<file path="src/rtl/dmem_port_arbiter_pkg.sv">
// Shared definitions for the data-memory port arbiter: widths, RV32 load/store
// funct3 codes, arbiter state and read-response owner encodings.
// Latency: n/a (types and constants only). Backpressure: n/a.
package dmem_port_arbiter_pkg;

  localparam int DATA_WIDTH           = 32;
  localparam int DATA_MEM_ADDR_WIDTH  = 10;
  localparam int STARVE_LIMIT_DEFAULT = 8;

  // RV32 load/store funct3 encodings (loads and stores share the code space)
  localparam logic [2:0] FUNCT3_LB  = 3'b000;
  localparam logic [2:0] FUNCT3_LH  = 3'b001;
  localparam logic [2:0] FUNCT3_LW  = 3'b010;
  localparam logic [2:0] FUNCT3_LBU = 3'b100;
  localparam logic [2:0] FUNCT3_LHU = 3'b101;
  localparam logic [2:0] FUNCT3_SB  = 3'b000;
  localparam logic [2:0] FUNCT3_SH  = 3'b001;
  localparam logic [2:0] FUNCT3_SW  = 3'b010;

  typedef enum logic [1:0] {S_CORE, S_FORCE, S_LOCK} arb_state_e;
  typedef enum logic [1:0] {NONE, CORE, DBG} rsp_owner_e;

endpackage

</file>
<file path="src/rtl/dmem_port_arbiter_if.sv">
// Bundle of core, debug and memory-side signals around the data-memory arbiter.
// Latency: n/a (wiring only). Backpressure: core/debug stall via their gnt signals.
// Modports: slave = arbiter side, master = requesters + memory side.
interface dmem_port_arbiter_if;
  import dmem_port_arbiter_pkg::*;

  // core MEM stage
  logic                           core_req_i;
  logic                           core_we_i;
  logic [2:0]                     core_funct3_i;
  logic [DATA_WIDTH-1:0]          core_addr_i;
  logic [DATA_WIDTH-1:0]          core_wdata_i;
  logic                           core_gnt_o;
  logic                           core_misalign_o;
  logic                           core_rvalid_o;
  logic [DATA_WIDTH-1:0]          core_rdata_o;
  // debug / program-loader port
  logic                           dbg_req_i;
  logic                           dbg_we_i;
  logic [3:0]                     dbg_be_i;
  logic [DATA_MEM_ADDR_WIDTH-1:0] dbg_addr_i;
  logic [DATA_WIDTH-1:0]          dbg_wdata_i;
  logic                           dbg_lock_i;
  logic                           dbg_gnt_o;
  logic                           dbg_rvalid_o;
  logic [DATA_WIDTH-1:0]          dbg_rdata_o;
  // data memory
  logic                           mem_en_o;
  logic                           mem_we_o;
  logic [3:0]                     mem_be_o;
  logic [DATA_MEM_ADDR_WIDTH-1:0] mem_addr_o;
  logic [DATA_WIDTH-1:0]          mem_wdata_o;
  logic [DATA_WIDTH-1:0]          mem_rdata_i;

  modport slave (
    input  core_req_i, core_we_i, core_funct3_i, core_addr_i, core_wdata_i,
    output core_gnt_o, core_misalign_o, core_rvalid_o, core_rdata_o,
    input  dbg_req_i, dbg_we_i, dbg_be_i, dbg_addr_i, dbg_wdata_i, dbg_lock_i,
    output dbg_gnt_o, dbg_rvalid_o, dbg_rdata_o,
    output mem_en_o, mem_we_o, mem_be_o, mem_addr_o, mem_wdata_o,
    input  mem_rdata_i
  );

  modport master (
    output core_req_i, core_we_i, core_funct3_i, core_addr_i, core_wdata_i,
    input  core_gnt_o, core_misalign_o, core_rvalid_o, core_rdata_o,
    output dbg_req_i, dbg_we_i, dbg_be_i, dbg_addr_i, dbg_wdata_i, dbg_lock_i,
    input  dbg_gnt_o, dbg_rvalid_o, dbg_rdata_o,
    input  mem_en_o, mem_we_o, mem_be_o, mem_addr_o, mem_wdata_o,
    output mem_rdata_i
  );

endinterface

</file>
<file path="src/rtl/dmem_port_arbiter_lane_gen.sv">
// Byte-lane generator: funct3 + addr[1:0] + store data -> byte enables, lane data, misalign flag.
// Latency: purely combinational. Backpressure: none.
// Ports: we, funct3, addr_lo, wdata_in in; be, wdata, misalign out.
module dmem_lane_gen
  import dmem_port_arbiter_pkg::*;
(
  input  logic                  we,
  input  logic [2:0]            funct3,
  input  logic [1:0]            addr_lo,
  input  logic [DATA_WIDTH-1:0] wdata_in,
  output logic [3:0]            be,
  output logic [DATA_WIDTH-1:0] wdata,
  output logic                  misalign
);

  always_comb begin
    be       = 4'b0000;
    wdata    = wdata_in;
    misalign = 1'b0;
    if (we) begin
      case (funct3)
        FUNCT3_SB: begin
          be    = 4'b0001 << addr_lo;
          wdata = {4{wdata_in[7:0]}};
        end
        FUNCT3_SH: begin
          be       = addr_lo[1] ? 4'b1100 : 4'b0011;
          wdata    = {2{wdata_in[15:0]}};
          misalign = addr_lo[0];
        end
        FUNCT3_SW: begin
          be       = 4'b1111;
          misalign = |addr_lo;
        end
        default: misalign = 1'b1;
      endcase
    end else begin
      // Loads always fetch the whole word; WB picks and extends the lane.
      case (funct3)
        FUNCT3_LB, FUNCT3_LBU: be = 4'b1111;
        FUNCT3_LH, FUNCT3_LHU: begin
          be       = 4'b1111;
          misalign = addr_lo[0];
        end
        FUNCT3_LW: begin
          be       = 4'b1111;
          misalign = |addr_lo;
        end
        default: misalign = 1'b1;
      endcase
    end
  end

endmodule

</file>
<file path="src/rtl/dmem_port_arbiter.sv">
// Data-memory port arbiter: core MEM stage (priority) vs debug/loader port, with byte-lane control.
// Latency: grants and memory strobes combinational; read data returned 1 cycle after the strobe.
// Backpressure: core stalls on core_gnt_o=0; debug holds dbg_req_i until dbg_gnt_o.
// Ports: clk, rst_n (sync, active-low), bus (slave modport carrying core/dbg/mem signals).
module dmem_port_arbiter
  import dmem_port_arbiter_pkg::*;
#(
  parameter int STARVE_LIMIT = STARVE_LIMIT_DEFAULT
) (
  input  logic               clk,
  input  logic               rst_n,
  dmem_port_arbiter_if.slave bus
);

  localparam int CNT_W = $clog2(STARVE_LIMIT + 1);

  arb_state_e state_q, state_d;
  rsp_owner_e owner_q, owner_d;
  logic [CNT_W-1:0] starve_cnt_q, starve_cnt_d;

  logic                  core_gnt, dbg_gnt;
  logic                  core_acc, dbg_acc, dbg_denied;
  logic [3:0]            lane_be;
  logic [DATA_WIDTH-1:0] lane_wdata;
  logic                  lane_misalign;

  // Byte address bits above the memory window are ignored.
  logic unused_addr_bits;
  assign unused_addr_bits = ^bus.core_addr_i[DATA_WIDTH-1:DATA_MEM_ADDR_WIDTH+2];

  dmem_lane_gen u_lane_gen (
    .we       (bus.core_we_i),
    .funct3   (bus.core_funct3_i),
    .addr_lo  (bus.core_addr_i[1:0]),
    .wdata_in (bus.core_wdata_i),
    .be       (lane_be),
    .wdata    (lane_wdata),
    .misalign (lane_misalign)
  );

  // Grants, next state, starvation counter and response owner.
  always_comb begin
    core_gnt     = 1'b1;
    dbg_gnt      = 1'b0;
    state_d      = state_q;
    starve_cnt_d = '0;
    owner_d      = NONE;

    case (state_q)
      S_FORCE, S_LOCK: begin
        // core_gnt only reads 1 when the core is not asking, so it is stalled.
        core_gnt = ~bus.core_req_i;
        dbg_gnt  = bus.dbg_req_i;
      end
      default: begin
        core_gnt = bus.core_req_i | ~bus.dbg_req_i;
        dbg_gnt  = bus.dbg_req_i & ~bus.core_req_i;
      end
    endcase

    dbg_denied = bus.dbg_req_i & ~dbg_gnt;
    // A misaligned core request is consumed but never reaches the memory.
    core_acc   = bus.core_req_i & core_gnt & ~lane_misalign;
    dbg_acc    = dbg_gnt;

    if (dbg_denied) begin
      starve_cnt_d = (starve_cnt_q == CNT_W'(STARVE_LIMIT)) ? starve_cnt_q
                                                            : starve_cnt_q + CNT_W'(1);
    end

    if (bus.dbg_lock_i) begin
      state_d = S_LOCK;
    end else begin
      case (state_q)
        S_CORE: begin
          if (dbg_denied && starve_cnt_q == CNT_W'(STARVE_LIMIT - 1)) state_d = S_FORCE;
        end
        // S_FORCE grants any pending debug request, so one cycle always suffices.
        default: state_d = S_CORE;
      endcase
    end

    if (core_acc && !bus.core_we_i)   owner_d = CORE;
    else if (dbg_acc && !bus.dbg_we_i) owner_d = DBG;
  end

  always_ff @(posedge clk) begin
    if (!rst_n) begin
      state_q      <= S_CORE;
      starve_cnt_q <= '0;
      owner_q      <= NONE;
    end else begin
      state_q      <= state_d;
      starve_cnt_q <= starve_cnt_d;
      owner_q      <= owner_d;
    end
  end

  // Memory side: debug fields pass straight through, core fields via the lane generator.
  always_comb begin
    bus.mem_en_o = core_acc | dbg_acc;
    if (dbg_acc) begin
      bus.mem_we_o    = bus.dbg_we_i;
      bus.mem_be_o    = bus.dbg_be_i;
      bus.mem_addr_o  = bus.dbg_addr_i;
      bus.mem_wdata_o = bus.dbg_wdata_i;
    end else begin
      bus.mem_we_o    = core_acc & bus.core_we_i;
      bus.mem_be_o    = lane_be;
      bus.mem_addr_o  = bus.core_addr_i[DATA_MEM_ADDR_WIDTH+1:2];
      bus.mem_wdata_o = lane_wdata;
    end
  end

  assign bus.core_gnt_o      = core_gnt;
  assign bus.dbg_gnt_o       = dbg_gnt;
  assign bus.core_misalign_o = bus.core_req_i & core_gnt & lane_misalign;

  // Responses are masked while reset is held so an outstanding read is dropped cleanly.
  assign bus.core_rvalid_o = rst_n & (owner_q == CORE);
  assign bus.dbg_rvalid_o  = rst_n & (owner_q == DBG);
  assign bus.core_rdata_o  = bus.core_rvalid_o ? bus.mem_rdata_i : '0;
  assign bus.dbg_rdata_o   = bus.dbg_rvalid_o  ? bus.mem_rdata_i : '0;

endmodule

</file>
<file path="src/flat_wrapper.sv">
// flat-port wrapper written by rule: the top's interface ports become plain ports
module dmem_port_arbiter_flat import dmem_port_arbiter_pkg::*;
#(
  parameter int STARVE_LIMIT = STARVE_LIMIT_DEFAULT
)
  (clk, rst_n, bus_core_req_i, bus_core_we_i, bus_core_funct3_i, bus_core_addr_i, bus_core_wdata_i, bus_core_gnt_o, bus_core_misalign_o, bus_core_rvalid_o, bus_core_rdata_o, bus_dbg_req_i, bus_dbg_we_i, bus_dbg_be_i, bus_dbg_addr_i, bus_dbg_wdata_i, bus_dbg_lock_i, bus_dbg_gnt_o, bus_dbg_rvalid_o, bus_dbg_rdata_o, bus_mem_en_o, bus_mem_we_o, bus_mem_be_o, bus_mem_addr_o, bus_mem_wdata_o, bus_mem_rdata_i);
  dmem_port_arbiter_if bus_i ();
  input  logic clk;
  input  logic rst_n;
  input wire logic [$bits(bus_i.core_req_i)-1:0] bus_core_req_i;
  input wire logic [$bits(bus_i.core_we_i)-1:0] bus_core_we_i;
  input wire logic [$bits(bus_i.core_funct3_i)-1:0] bus_core_funct3_i;
  input wire logic [$bits(bus_i.core_addr_i)-1:0] bus_core_addr_i;
  input wire logic [$bits(bus_i.core_wdata_i)-1:0] bus_core_wdata_i;
  output wire logic [$bits(bus_i.core_gnt_o)-1:0] bus_core_gnt_o;
  output wire logic [$bits(bus_i.core_misalign_o)-1:0] bus_core_misalign_o;
  output wire logic [$bits(bus_i.core_rvalid_o)-1:0] bus_core_rvalid_o;
  output wire logic [$bits(bus_i.core_rdata_o)-1:0] bus_core_rdata_o;
  input wire logic [$bits(bus_i.dbg_req_i)-1:0] bus_dbg_req_i;
  input wire logic [$bits(bus_i.dbg_we_i)-1:0] bus_dbg_we_i;
  input wire logic [$bits(bus_i.dbg_be_i)-1:0] bus_dbg_be_i;
  input wire logic [$bits(bus_i.dbg_addr_i)-1:0] bus_dbg_addr_i;
  input wire logic [$bits(bus_i.dbg_wdata_i)-1:0] bus_dbg_wdata_i;
  input wire logic [$bits(bus_i.dbg_lock_i)-1:0] bus_dbg_lock_i;
  output wire logic [$bits(bus_i.dbg_gnt_o)-1:0] bus_dbg_gnt_o;
  output wire logic [$bits(bus_i.dbg_rvalid_o)-1:0] bus_dbg_rvalid_o;
  output wire logic [$bits(bus_i.dbg_rdata_o)-1:0] bus_dbg_rdata_o;
  output wire logic [$bits(bus_i.mem_en_o)-1:0] bus_mem_en_o;
  output wire logic [$bits(bus_i.mem_we_o)-1:0] bus_mem_we_o;
  output wire logic [$bits(bus_i.mem_be_o)-1:0] bus_mem_be_o;
  output wire logic [$bits(bus_i.mem_addr_o)-1:0] bus_mem_addr_o;
  output wire logic [$bits(bus_i.mem_wdata_o)-1:0] bus_mem_wdata_o;
  input wire logic [$bits(bus_i.mem_rdata_i)-1:0] bus_mem_rdata_i;
  assign bus_i.core_req_i = bus_core_req_i;
  assign bus_i.core_we_i = bus_core_we_i;
  assign bus_i.core_funct3_i = bus_core_funct3_i;
  assign bus_i.core_addr_i = bus_core_addr_i;
  assign bus_i.core_wdata_i = bus_core_wdata_i;
  assign bus_core_gnt_o = bus_i.core_gnt_o;
  assign bus_core_misalign_o = bus_i.core_misalign_o;
  assign bus_core_rvalid_o = bus_i.core_rvalid_o;
  assign bus_core_rdata_o = bus_i.core_rdata_o;
  assign bus_i.dbg_req_i = bus_dbg_req_i;
  assign bus_i.dbg_we_i = bus_dbg_we_i;
  assign bus_i.dbg_be_i = bus_dbg_be_i;
  assign bus_i.dbg_addr_i = bus_dbg_addr_i;
  assign bus_i.dbg_wdata_i = bus_dbg_wdata_i;
  assign bus_i.dbg_lock_i = bus_dbg_lock_i;
  assign bus_dbg_gnt_o = bus_i.dbg_gnt_o;
  assign bus_dbg_rvalid_o = bus_i.dbg_rvalid_o;
  assign bus_dbg_rdata_o = bus_i.dbg_rdata_o;
  assign bus_mem_en_o = bus_i.mem_en_o;
  assign bus_mem_we_o = bus_i.mem_we_o;
  assign bus_mem_be_o = bus_i.mem_be_o;
  assign bus_mem_addr_o = bus_i.mem_addr_o;
  assign bus_mem_wdata_o = bus_i.mem_wdata_o;
  assign bus_i.mem_rdata_i = bus_mem_rdata_i;
  dmem_port_arbiter #(.STARVE_LIMIT(STARVE_LIMIT)) u_core (.clk(clk), .rst_n(rst_n), .bus(bus_i));
endmodule
</file>
<file path="config.mk">
export PLATFORM = sky130hd
export DESIGN_NAME = dmem_port_arbiter_flat
export DESIGN_NICKNAME = d
export VERILOG_FILES = /design/src/rtl/dmem_port_arbiter_pkg.sv /design/src/rtl/dmem_port_arbiter_if.sv /design/src/rtl/dmem_port_arbiter_lane_gen.sv /design/src/rtl/dmem_port_arbiter.sv /design/src/flat_wrapper.sv
export SDC_FILE = /design/constraint.sdc
export NUM_CORES = 1
export LEC_CHECK = 0
export CAP_MARGIN = 20
export CORE_AREA = 2 2 103 105
export CTS_BUF_LIST = sky130_fd_sc_hd__clkbuf_8
export CTS_CLUSTER_DIAMETER = 150
export DETAILED_ROUTE_END_ITERATION = 12
export DIE_AREA = 0 0 105 107
export PLACE_DENSITY = 0.67
export SYNTH_ARGS = -nofsm -noshare
export SYNTH_HDL_FRONTEND = slang
export SYNTH_HIERARCHICAL = 1
export SYNTH_SLANG_ARGS = --single-unit
export TNS_END_PERCENT = 100
</file>
<file path="constraint.sdc">
create_clock -name clk -period 2.4 [get_ports clk]
set_input_delay 0.48 -clock clk [delete_from_list [all_inputs] [get_ports clk]]
set_output_delay 0.48 -clock clk [all_outputs]
set_load 0.01 [all_outputs]
</file>
==> results by group <==
Timing
  – Slew of the pin with the lowest slew margin: 0.364 ns
  – Peak clock frequency supported by timing: 0.415 GHz
  – Setup violation total in the final timing report: 1
  – Slack of the critical path: -0.00695 ns
  – Post-route clock period utilization: 1.00
  – Slew headroom: 0.755
  – Minimum period implied by the final worst setup slack: 2.41 ns
  – Post-Route Skew: 0.00408 ns
  – RSZ-0062 raised after global routing: true
  – Final Slew Violations: 0
  – Final Hold Violating Endpoints: 0

Final layout
  – Area growth from synthesis to final layout: 152%
  – Share of final-layout standard cells stronger than drive strength 1: 0.326
  – FILL cells: 967
  – Total inserted antenna cells: 0
  – Net count of the finished layout: 676
  – Post-layout instance count excluding filler cells: 655

Synth
  – Number of synthesis warnings: 6
  – Portion of synthesized cell area occupied by the leading cell type: 0.243
  – Largest cells by area after synthesis: sky130_fd_sc_hd__mux2_2 (24%), sky130_fd_sc_hd__and2_1 (20%), sky130_fd_sc_hd__mux2_4 (13%)
  – Netlist area before placement: 2040 um2
  – Total nets after synthesis: 400
  – Post-synth cell types: 33
  – Post-synthesis instance total: 245
  – Flop and latch count out of synthesis: 8
  – Sequential cell area fraction in the yosys report: 0.0785
  – Avg Synthesized Cell Area: 8.32 um2
  – Largest area contributor in the synthesized netlist: sky130_fd_sc_hd__mux2_2

Worst setup path
  – Worst path required time: 1.92 ns
  – Cell-by-cell listing of the critical path: inv_2 -> ha_4 -> nand2b_4 -> nand2_8 -> buf_6 -> buf_8 -> buf_4 -> mux2_2 -> buf_6
  – Critical Path AT: 1.93 ns
  – Largest stage delay on the critical path: 0.33 ns
  – CP startpoint kind: flip-flop
  – Crit Path Class: flip-flop to primary output
  – Crit path buffers/inverters: 5
  – Cell type with the highest occurrence count on the critical path: sky130_fd_sc_hd__buf_6
  – Critical Path Slowest Stage Cell: sky130_fd_sc_hd__dfxtp_2
  – Crit path max fanout: 8
  – Family with the most delay on the worst path: buffers and inverters
  – Critical Path End Type: primary output

Floorplanning
  – Total die area: 11200 um2
  – Starting Density: 0.202
  – Die boundary height: 107 um
  – Core Region: 10100 um2
  – X dimension of the die: 105 um
  – Cell row count: 37
  – Num ports: 269

Pwr
  – Cell Pwr Density: 214 nW/um2
  – Max IR drop VDD: 0.000124 V
  – Static leakage power: 2.43 nW

Drt
  – Routed vias: 2833
  – Per-cell via count in the routed design: 4.33
  – DRC: 0
  – Remaining antenna violation count after routing: 0
  – Total length of routed wires: 10.3 mm
  – Detailed-route wire length per cell: 15.7 um
  – First-pass iteration count of the detailed router: 4
  – Detailed Route Iter0 Violations: 75

Clocking
  – Clock tree from TritonCTS: built
  – H-Tree Level Count: 1
  – Insertion delay to the later sink of the worst-skew pair: 0.23 ns
  – Clock-pin slew on the worst setup and hold paths: 0.04 ns
  – Inserted Clock Buffers: 3
  – Sinks on Clock Net: 8
  – Worst-case clock buffer depth: 2
  – Hold-fix buffers at CTS: 0
  – Clk root buf: sky130_fd_sc_hd__clkbuf_8

Run status
  – Status: finished with violations
  – Failing checks: setup timing

Placement
  – Count of port buffers added during placement: 248
  – Detail Placement HPWL: 8.15 mm
  – Number of placed instances, taps included: 629
  – Post-placement worst setup slack: -0.695 ns
  – Final RePlAce weighted congestion: 0.872

Global routing
  – Remaining global-route overflow: 0
  – First-pass GRT wire length: 14.7 mm
  – Largest net degree at the start of global routing: 34
  – Total GRT Usage: 0.163
  – Via count of the first global-routing pass: 2865
  – Antenna violations before repair: 0

Min path
  – Class of the tightest hold or removal check: flip-flop to flip-flop

Run
  – Count of maximum capacitance violations: 0
final timing paths:
| path | cells past startpoint | startpoint | slack [ns] | to |
|---|---|---|---|---|
| hold / removal | 1 | u_core/state_q[0]$_SDFFE_PP0P_ | 0.47 | u_core/state_q[0]$_SDFFE_PP0P_ |
| setup / recovery | 9 | u_core/state_q[0]$_SDFFE_PP0P_ | -0.007 | bus_mem_wdata_o[10] |
| setup reg to reg | 6 | u_core/state_q[0]$_SDFFE_PP0P_ | 0.88 | u_core/state_q[1]$_SDFFE_PN0P_ |
| hold reg to reg | 1 | u_core/state_q[0]$_SDFFE_PP0P_ | 0.47 | u_core/state_q[0]$_SDFFE_PP0P_ |
metrics by stage:
stage	cell area [um2]	hold WS, ns	power (mW)	TNS, ns	utilization
CTS	5040	0.477	1.10	-0.0322	0.500
finish	5130	0.474	1.10	-0.00695	0.508
detailed placement	4760	0.456	0.903	-36.71	0.472
global placement	4760	0.448	0.895	-34.39	0.472
global route	5130	0.483	1.17	-0.192	0.508
floorplan	2040	0.441	0.434	0	-
state kept, by name, summed over array words and instances, names as in the netlist:
name / flops
u_core/owner_q: 2
u_core/starve_cnt_q: 4
u_core/state_q: 2
worst reg2reg max path, delay by kind of cell, from the launching register on:
family                     cells  cell delay [ns]
AOI/OAI and AO/OA              1             0.14
DFF                            1             0.33
and+or+nand+nor                2             0.49
adders and majority gates      1             0.23
buffers and inverters          2             0.20
cell families (layout without fill, tap and decap cells):
| group | after synthesis | count (layout) | share of synthesized area |
|---|---|---|---|
| AND/OR/NAND/NOR | 109 | 109 | 0.325 |
| multiplexers | 71 | 71 | 0.420 |
| buffers and inverters | 30 | 304 | 0.0908 |
| AO/OA/AOI/OAI | 22 | 22 | 0.0595 |
| flip-flops | 8 | 8 | 0.0785 |
| adder cells (fa/ha/maj) | 3 | 3 | 0.0184 |
| XOR/XNOR | 2 | 2 | 0.00859 |
layout by cell type, fill, tap and decap left out, types with 7 or more instances in the layout:
master,n
sky130_fd_sc_hd__buf_12,7
sky130_fd_sc_hd__clkdlybuf4s50_1,169
sky130_fd_sc_hd__mux2_2,39
sky130_fd_sc_hd__clkdlybuf4s15_1,12
sky130_fd_sc_hd__and2_1,65
sky130_fd_sc_hd__dlymetal6s2s_1,12
sky130_fd_sc_hd__mux2_4,23
sky130_fd_sc_hd__nor2_1,15
sky130_fd_sc_hd__mux2i_1,9
sky130_fd_sc_hd__buf_4,26
sky130_fd_sc_hd__a21oi_1,11
sky130_fd_sc_hd__nand2_1,7
sky130_fd_sc_hd__dlygate4sd2_1,13
sky130_fd_sc_hd__buf_2,23
sky130_fd_sc_hd__buf_6,17
where the power goes:
group / switching [mW] / internal [mW] / total [mW]
sequential: 0.00252 / 0.137 / 0.140
clock: 0.0543 / 0.109 / 0.163
combinational: 0.279 / 0.519 / 0.798
cell usage after synthesis:
master / count
sky130_fd_sc_hd__and2_1: 65
sky130_fd_sc_hd__and3b_1: 1
sky130_fd_sc_hd__nand2_2: 1
sky130_fd_sc_hd__xnor2_1: 1
sky130_fd_sc_hd__inv_1: 6
sky130_fd_sc_hd__mux2_2: 44
sky130_fd_sc_hd__o31ai_1: 2
sky130_fd_sc_hd__nor4_1: 1
sky130_fd_sc_hd__nor4b_1: 1
sky130_fd_sc_hd__nand3_1: 4
sky130_fd_sc_hd__nor3b_4: 1
sky130_fd_sc_hd__dfxtp_1: 8
sky130_fd_sc_hd__a21oi_1: 13
sky130_fd_sc_hd__nor4b_4: 1
sky130_fd_sc_hd__o21a_1: 1
sky130_fd_sc_hd__nor2_1: 17
sky130_fd_sc_hd__buf_6: 4
sky130_fd_sc_hd__buf_4: 9
sky130_fd_sc_hd__nand2_1: 8
sky130_fd_sc_hd__and2b_1: 1
sky130_fd_sc_hd__clkbuf_1: 4
sky130_fd_sc_hd__buf_2: 7
sky130_fd_sc_hd__mux2i_1: 9
sky130_fd_sc_hd__nor3b_1: 1
sky130_fd_sc_hd__ha_1: 3
sky130_fd_sc_hd__mux2_4: 18
sky130_fd_sc_hd__a221oi_1: 1
sky130_fd_sc_hd__nand2b_4: 1
sky130_fd_sc_hd__nand2b_1: 2
sky130_fd_sc_hd__nor3_1: 1
sky130_fd_sc_hd__o21ai_0: 5
sky130_fd_sc_hd__nand3b_1: 3
sky130_fd_sc_hd__xor2_1: 1
per-layer routing:
metal,vias up,part of all wire,track usage
met5,-,0,0
met4,0,0.011,0.0333
met3,12,0.098,0.0419
met2,180,0.54,0.340
met1,1257,0.35,0.160
li1,1384,-,-
layout make-up:
cell class,count,area (um2),area share
Sequential cell,8,163,0.0317
Clock buffer,3,41.3,0.00805
Timing Repair Buffer,295,2970,0.579
Tap cell,136,170,0.0332
Inverter,6,22.5,0.00439
Multi-Input combinational cell,207,1770,0.344
timing repair:
action,CTS,global route
setup endpoints to repair,116,58
pin swaps,2,3
buffers inserted,15,3
gates cloned,6,1
resized for setup,218,43
No activity file was read; power rests on OpenSTA's default activity.
